**config.mk**
```make
export PLATFORM = sky130hd
export DESIGN_NAME = demux1_n_stream
export DESIGN_NICKNAME = d
export VERILOG_FILES = /design/src/rtl/demux_pkg.sv /design/src/rtl/demux_skid2.sv /design/src/rtl/demux1_n_stream.sv
export SDC_FILE = /design/constraint.sdc
export NUM_CORES = 1
export LEC_CHECK = 0
export ABC_AREA = 1
export CORE_ASPECT_RATIO = 0.9
export CORE_MARGIN = 5
export CORE_UTILIZATION = 35
export DETAILED_ROUTE_END_ITERATION = 10
export PLACE_DENSITY = 0.65
export SLEW_MARGIN = 20
export SYNTH_ARGS = -nofsm -noshare
export SYNTH_HDL_FRONTEND = slang
export SYNTH_SLANG_ARGS = --single-unit
```
**constraint.sdc**
```tcl
create_clock -name sys_clk -period 3.15 [get_ports sys_clk]
set_input_delay 0.315 -clock sys_clk [delete_from_list [all_inputs] [get_ports sys_clk]]
set_output_delay 0.315 -clock sys_clk [all_outputs]
set_load 0.01 [all_outputs]
```
**src/rtl/demux_pkg.sv**
```systemverilog
// Shared definitions for the 1:N stream demux: select-width helper and skid occupancy codes.
package demux_pkg;

   localparam logic [1:0] OCC_EMPTY = 2'd0;
   localparam logic [1:0] OCC_ONE   = 2'd1;
   localparam logic [1:0] OCC_TWO   = 2'd2;

   // ceil(log2(n)), never less than 1 so a select port always exists
   function automatic int unsigned sel_width(input int unsigned n);
      int unsigned w;
      w = 1;
      for (int i = 1; i < 31; i++) begin
         if (n > (32'd1 << i)) w = 32'(i + 1);
      end
      return w;
   endfunction

endpackage

```
**src/rtl/demux_skid2.sv**
```systemverilog
// Two-entry valid/ready skid buffer; head register drives the output, full flag is registered.
module demux_skid2
   import demux_pkg::*;
#(
   parameter int unsigned DATA_W = 8
) (
   input  logic              sys_clk,
   input  logic              sys_rst,
   input  logic [DATA_W-1:0] push_data,
   input  logic              push,
   output logic              full,
   output logic [DATA_W-1:0] out_data,
   output logic              out_valid,
   input  logic              out_ready
);

   logic [1:0]        occ_q, occ_d;
   logic [DATA_W-1:0] head_q, head_d;
   logic [DATA_W-1:0] tail_q, tail_d;
   logic              full_q, full_d;
   logic              valid_q, valid_d;
   logic              pop;

   always_ff @(posedge sys_clk or posedge sys_rst) begin
      if (sys_rst) begin
         occ_q   <= OCC_EMPTY;
         head_q  <= '0;
         tail_q  <= '0;
         full_q  <= 1'b0;
         valid_q <= 1'b0;
      end else begin
         occ_q   <= occ_d;
         head_q  <= head_d;
         tail_q  <= tail_d;
         full_q  <= full_d;
         valid_q <= valid_d;
      end
   end

   // Occupancy transitions; a simultaneous push and pop at one entry replaces the head.
   always_comb begin
      occ_d  = occ_q;
      head_d = head_q;
      tail_d = tail_q;
      pop    = out_ready & (occ_q != OCC_EMPTY);
      case (occ_q)
         OCC_EMPTY: begin
            if (push) begin
               head_d = push_data;
               occ_d  = OCC_ONE;
            end
         end
         OCC_ONE: begin
            if (push && pop) begin
               head_d = push_data;
            end else if (push) begin
               tail_d = push_data;
               occ_d  = OCC_TWO;
            end else if (pop) begin
               occ_d = OCC_EMPTY;
            end
         end
         OCC_TWO: begin
            if (pop) begin
               head_d = tail_q;
               occ_d  = OCC_ONE;
            end
         end
         default: occ_d = OCC_EMPTY;
      endcase
      full_d  = (occ_d == OCC_TWO);
      valid_d = (occ_d != OCC_EMPTY);
   end

   assign full      = full_q;
   assign out_data  = head_q;
   assign out_valid = valid_q;

endmodule

```
**src/rtl/demux1_n_stream.sv**
```systemverilog
// Routes one valid/ready stream to one of N_OUT skid-buffered outputs; illegal selects are dropped and counted.
module demux1_n_stream
   import demux_pkg::*;
#(
   parameter  int unsigned DATA_W = 8,
   parameter  int unsigned N_OUT  = 2,
   parameter  int unsigned CNT_W  = 16,
   localparam int unsigned SEL_W  = sel_width(N_OUT)
) (
   input  logic                    sys_clk,
   input  logic                    sys_rst,
   input  logic [DATA_W-1:0]       in_data,
   input  logic [SEL_W-1:0]        in_sel,
   input  logic                    in_valid,
   output logic                    in_ready,
   output logic [N_OUT*DATA_W-1:0] out_data,
   output logic [N_OUT-1:0]        out_valid,
   input  logic [N_OUT-1:0]        out_ready,
   output logic                    err_sel,
   output logic [CNT_W-1:0]        drop_cnt
);

   logic [N_OUT-1:0] full;
   logic [N_OUT-1:0] push;
   logic             sel_legal;
   logic             accept;
   logic             err_q, err_d;
   logic [CNT_W-1:0] drop_q, drop_d;

   // in_ready depends only on in_sel and registered full flags, never on out_ready
   always_comb begin
      sel_legal = (32'(in_sel) < N_OUT);
      in_ready  = 1'b1;
      push      = '0;
      for (int k = 0; k < int'(N_OUT); k++) begin
         if (in_sel == SEL_W'(k)) in_ready = ~full[k];
      end
      accept = in_valid & in_ready;
      for (int k = 0; k < int'(N_OUT); k++) begin
         push[k] = accept & (in_sel == SEL_W'(k));
      end
      err_d  = accept & ~sel_legal;
      drop_d = drop_q;
      if (err_d && (drop_q != '1)) drop_d = drop_q + CNT_W'(1);
   end

   always_ff @(posedge sys_clk or posedge sys_rst) begin
      if (sys_rst) begin
         err_q  <= 1'b0;
         drop_q <= '0;
      end else begin
         err_q  <= err_d;
         drop_q <= drop_d;
      end
   end

   assign err_sel  = err_q;
   assign drop_cnt = drop_q;

   for (genvar k = 0; k < int'(N_OUT); k++) begin : g_ch
      demux_skid2 #(
         .DATA_W (DATA_W)
      ) u_skid (
         .sys_clk   (sys_clk),
         .sys_rst   (sys_rst),
         .push_data (in_data),
         .push      (push[k]),
         .full      (full[k]),
         .out_data  (out_data[k*DATA_W +: DATA_W]),
         .out_valid (out_valid[k]),
         .out_ready (out_ready[k])
      );
   end

endmodule

```
Word-level counts from Yosys, hierarchy flattened:

Index checks and enable logic that the tools add are counted.

* bits in latches: 0
* bits in writable memories: 0
* memories: 0
* register bits after elaboration: 40
* memory bits (read-only): 0
* word-level logic and storage cells: 67
* input port bits: 14

* $lt $le $gt $ge: 0
* bitwise operators: 10
* mux-type cells: 21
* equality and inequality tests: 12
* add/sub/neg operators: 0
* shifts and indexed selects: 0
* reduce and logical (&&, ||, !) cells: 14
* multiply operators: 0
* divide/modulo/power cells: 0

Operator list (number)
* $mux W8: 6
* $pmux W8 S3: 2
* $mux W2: 10
* $ne A2 B1 Y1 const B: 6
* $pmux W2 S3: 2
* $eq A2 B2 Y1 const B: 4
* $reduce_and A4 Y1: 2
* $reduce_bool A2 Y1: 4
* $reduce_and A3 Y1: 2
* $reduce_bool A3 Y1: 2
* $and A1 B1 Y1: 5
* $not A1 Y1: 5
* $eq A2 B1 Y1 const B: 2
* $logic_not A2 Y1: 2
* $logic_and A1 B1 Y1: 2
* $mux W1: 1

Logic depth before layout (Yosys ltp):

* depth in word-level cells: 8
* mapped depth: 7

Cells and area by module:

A second synthesis with hierarchy kept.

* cells, all modules: 261
* area, all modules: 2077.0 µm²

By module, submodules not included
* demux_skid2: sequential area each 500.5 µm², cells each 117, instances 2, area each 953.4 µm²
* demux1_n_stream: sequential area each 0.0 µm², cells each 27, instances 1, area each 170.2 µm²

Worst setup path after synthesis:

No wires, ideal clock.

* kind: reg-to-reg
* start point: register g_ch[1].u_skid.occ_q[1]
* end point: register g_ch[1].u_skid.head_q[0]
* setup slack: 2.024 ns
* arrival time: 1.009 ns
* cell stages (with the launch flop): 8
* cell sequence: dfrtp_1 -> buf_6 -> nand2_2 -> nand2_2 -> nor2_4 -> nand2_4 -> nand2_1 -> nand2_1

* cells in the longest elaborated chain, start to end: 5
* elaborated cells on any way between the ends: 12
* classes of those cells: eq/ne: 5; mux: 1; bitwise: 1; reduce/logical: 5

Ends and longest elaborated chain
* start: declaration: line demux_skid2.sv:17 `logic [1:0] occ_q, occ_d;`
* start signal: assignment: line demux_skid2.sv:26 `occ_q <= OCC_EMPTY;`
* start signal: assignment: line demux_skid2.sv:32 `occ_q <= occ_d;`
* $reduce_bool A2 Y1: line demux_skid2.sv:45 `pop = out_ready & (occ_q != OCC_EMPTY);`
* $and A1 B1 Y1: line demux_skid2.sv:45
* $logic_and A1 B1 Y1: line demux_skid2.sv:54 `if (push && pop) begin`
* $ne A2 B1 Y1 (no line)
* $reduce_and A4 Y1 (no line)
* end signal: assignment: line demux_skid2.sv:27 `head_q <= '0;`
* end signal: assignment: line demux_skid2.sv:33 `head_q <= head_d;`
* end: declaration: line demux_skid2.sv:18 `logic [DATA_W-1:0] head_q, head_d;`

Parallel ways exist; a longest one is shown, timed or not.
A chain may end at the register's enable or synchronous reset.

Worst setup path in the final report:

* start point: input in_sel
* end point: output in_ready

* cells in the longest elaborated chain, start to end: 1

Ends and longest elaborated chain
* start: declaration: line demux1_n_stream.sv:13 `input logic [SEL_W-1:0] in_sel,`
* $mux W1: line demux1_n_stream.sv:36 `if (in_sel == SEL_W'(k)) in_ready = ~full[k];`
* end: declaration: line demux1_n_stream.sv:15 `output logic in_ready,`

No other way between the ends.

==> impl_metrics.json <==
{
  "place_inst": 352,
  "dieArea_mm2": 0.00743,
  "setup.worst_path.end_class": "output port",
  "synth_cell_types": 19,
  "area_delta_synth_final_pct": 19.8,
  "switching_share_pct": 30.4,
  "post-cts-setup-buffer-count": 0,
  "slew_headroom_pct": 55.2,
  "insertedDiodeCount": 0,
  "synth_warnings": 0,
  "clkTransAtPathRegs_ps": 80,
  "drt-total-wl_mm": 4.39,
  "hpwl_mm": 3.22,
  "placed_area_mm2": 0.00234,
  "setup_viol": 0,
  "comb_power_share_pct": 25.0,
  "syn-cell-area_mm2": 0.00203,
  "hold_buffers": 0,
  "grt-ovfl-total": 0,
  "ant_nets": 0,
  "hold_violations": 0,
  "fp.coreArea_mm2": 0.00566,
  "cts_buffers": 5,
  "final_cell_mix": "nand2_1 (121), dfrtp_1 (40), nand3_1 (36)",
  "r2r_slack_ps": 1680,
  "clock_latency_ps": 290,
  "remaining_drc_errors": 0,
  "internal_power_uw": 977,
  "final_cell_area_mm2": 0.00243,
  "cpMostUsedCell": "clkdlybuf4s50_1",
  "path_cells": "clkdlybuf4s50_1 > nand2_1 > o21ai_0 > clkdlybuf4s50_1",
  "fin_crit_ps": 1860,
  "drtIter0Drc": 92,
  "routabilityCongestion": 0.800,
  "grt_max_degree": 25,
  "vias": 1648,
  "syn_avg_cell_area_um2": 7.97,
  "cpPeakStageDelay_ps": 550,
  "cp_num_buf_inv": 2,
  "crit_arrival_ps": 1550,
  "grt_pass1_wl_mm": 7.50,
  "cp_data_required_time_ps": 2830,
  "hp-class": "input port to async pin",
  "seq_power_share_pct": 49.8,
  "final_common_cell": "nand2_1",
  "tns_ps": 0,
  "yosysSeqAreaShare_pct": 49.3,
  "power_density_mw_per_mm2": 577,
  "vias_per_cell": 4.58,
  "finalClockSkew_ps": 7.77,
  "chipHeight_um": 82.3,
  "startpoint_type": "input port",
  "switchingPower_uw": 427,
  "synth_seq_cells": 40,
  "status": "completed",
  "grtUsageTotal_pct": 12.5,
  "cts_resized": 0,
  "drv_slew": 0,
  "crit_slowest_cell": "clkdlybuf4s50_1",
  "htreeDepth": 2,
  "p_leak_uw": 0.00129,
  "port_buffers": 32,
  "pwr-share-clk_pct": 25.2,
  "final_cell_count_no_fill": 360,
  "synthCells": 255,
  "nets": 303,
  "wire_per_inst_um": 12.2,
  "antenna_found_initial": 0,
  "cts_tree": "built",
  "critPathKind": "input port to output port",
  "fp.dieW_um": 90.3,
  "grt_pass1_vias": 1641,
  "rsz0062_at_grt": "false",
  "utilization_pct": 43.0,
  "clock_sink_count": 40,
  "worst_pin_slew_ps": 671,
  "initial_core_util_pct": 35.9,
  "rows": 26,
  "drtPass1Iterations": 4,
  "finalCritPeriodShare_pct": 59.2,
  "ios": 50,
  "cts_buffer_depth": 2,
  "max_clock_freq_mhz": 537,
  "irDropWorstVdd_mv": 0.163,
  "layout-drive-gt1-share_pct": 8.97,
  "root_buffer": "clkbuf_8",
  "holdWs_ps": 418,
  "cp_max_fo": 4,
  "drv_cap": 0,
  "cp_top_family": "buffers and inverters"
}
==> power by group through the flow <==
stage | clock network (µW) | registers [µW] | logic, µW
after global routing | 390 | 717 | 395
after detailed placement | 0 | 707 | 356
after CTS | 365 | 699 | 358
after floorplan | 0 | 717 | 193
final | 354 | 699 | 351
after global placement | 0 | 705 | 347
==> per-layer routing <==
metal | vias up | track usage (%) | share of wire (%)
met1 | 774 | 15.9 | 46
met3 | 4 | 4.26 | 5.5
met2 | 36 | 20.4 | 47
met4 | 0 | 3.57 | 0.77
met5 | - | 0 | 0
li1 | 834 | - | -
==> synth_stat cells <==
library cell	number	share of area, %
nand2_1	121	22
dfrtp_1	40	49
nand3_1	36	8.9
buf_4	19	7.0
inv_1	10	1.8
nand2_2	6	1.8
nor2_4	4	2.2
inv_2	3	0.55
o21ai_0	3	0.74
buf_2	2	0.49
nand2_4	2	1.1
nor2_1	2	0.37
buf_6	1	0.55
conb_1	1	0.18
nand3_2	1	0.49
nand4_2	1	0.62
nor2_2	1	0.31
nor3_4	1	0.80
o211ai_1	1	0.37
==> kinds of logic (layout without fill, tap and decap cells) <==
| kind of cell | after synthesis | count (layout) | synth area share (%) |
|---|---|---|---|
| flops | 40 | 40 | 49.3 |
| compound gates | 4 | 4 | 1.11 |
| buf+inv | 35 | 54 | 10.5 |
| other cells | 1 | 17 | 0.185 |
| simple gates | 175 | 175 | 39.0 |
==> layout make-up <==
cell class,instances,area (µm²)
Tap cell,70,87.6
Inverter,13,48.8
Fill cell,586,3230
Timing Repair Buffer,33,328
Multi-Input combinational cell,196,878
Clock buffer,8,90.1
Sequential cell,40,1000
==> state kept, by name, summed over array words and instances, names as in the netlist <==
name                   cells
g_ch.u_skid.out_valid      2
g_ch.u_skid.tail_q        16
g_ch.u_skid.out_data      16
g_ch.u_skid.occ_q          4
g_ch.u_skid.full           2
==> final timing paths <==
| path | from | to | cells past startpoint |
|---|---|---|---|
| worst min-delay path | sys_rst | g_ch[0].u_skid.full$_DFF_PP0_ | 2 |
| worst max register to register | g_ch[1].u_skid.occ_q[1]$_DFF_PP0_ | g_ch[1].u_skid.tail_q[0]$_DFFE_PP0P_ | 6 |
| max in group asynchronous | sys_rst | g_ch[0].u_skid.tail_q[0]$_DFFE_PP0P_ | 3 |
| worst min register to register | g_ch[0].u_skid.out_data[5]$_DFFE_PP0P_ | g_ch[0].u_skid.out_data[5]$_DFFE_PP0P_ | 2 |
| worst max-delay path | in_sel | in_ready | 4 |
| min in group sys_clk | g_ch[0].u_skid.out_data[5]$_DFFE_PP0P_ | g_ch[0].u_skid.out_data[5]$_DFFE_PP0P_ | 2 |
==> through the flow <==
step / setup WS [ps] / total power, µW
finish: 1290 / 1400
floorplan: 1920 / 911
global route: 1210 / 1500
global placement: 1300 / 1050
CTS: 1280 / 1420
detailed placement: 1290 / 1060
(Power assumes the default switching activity.)
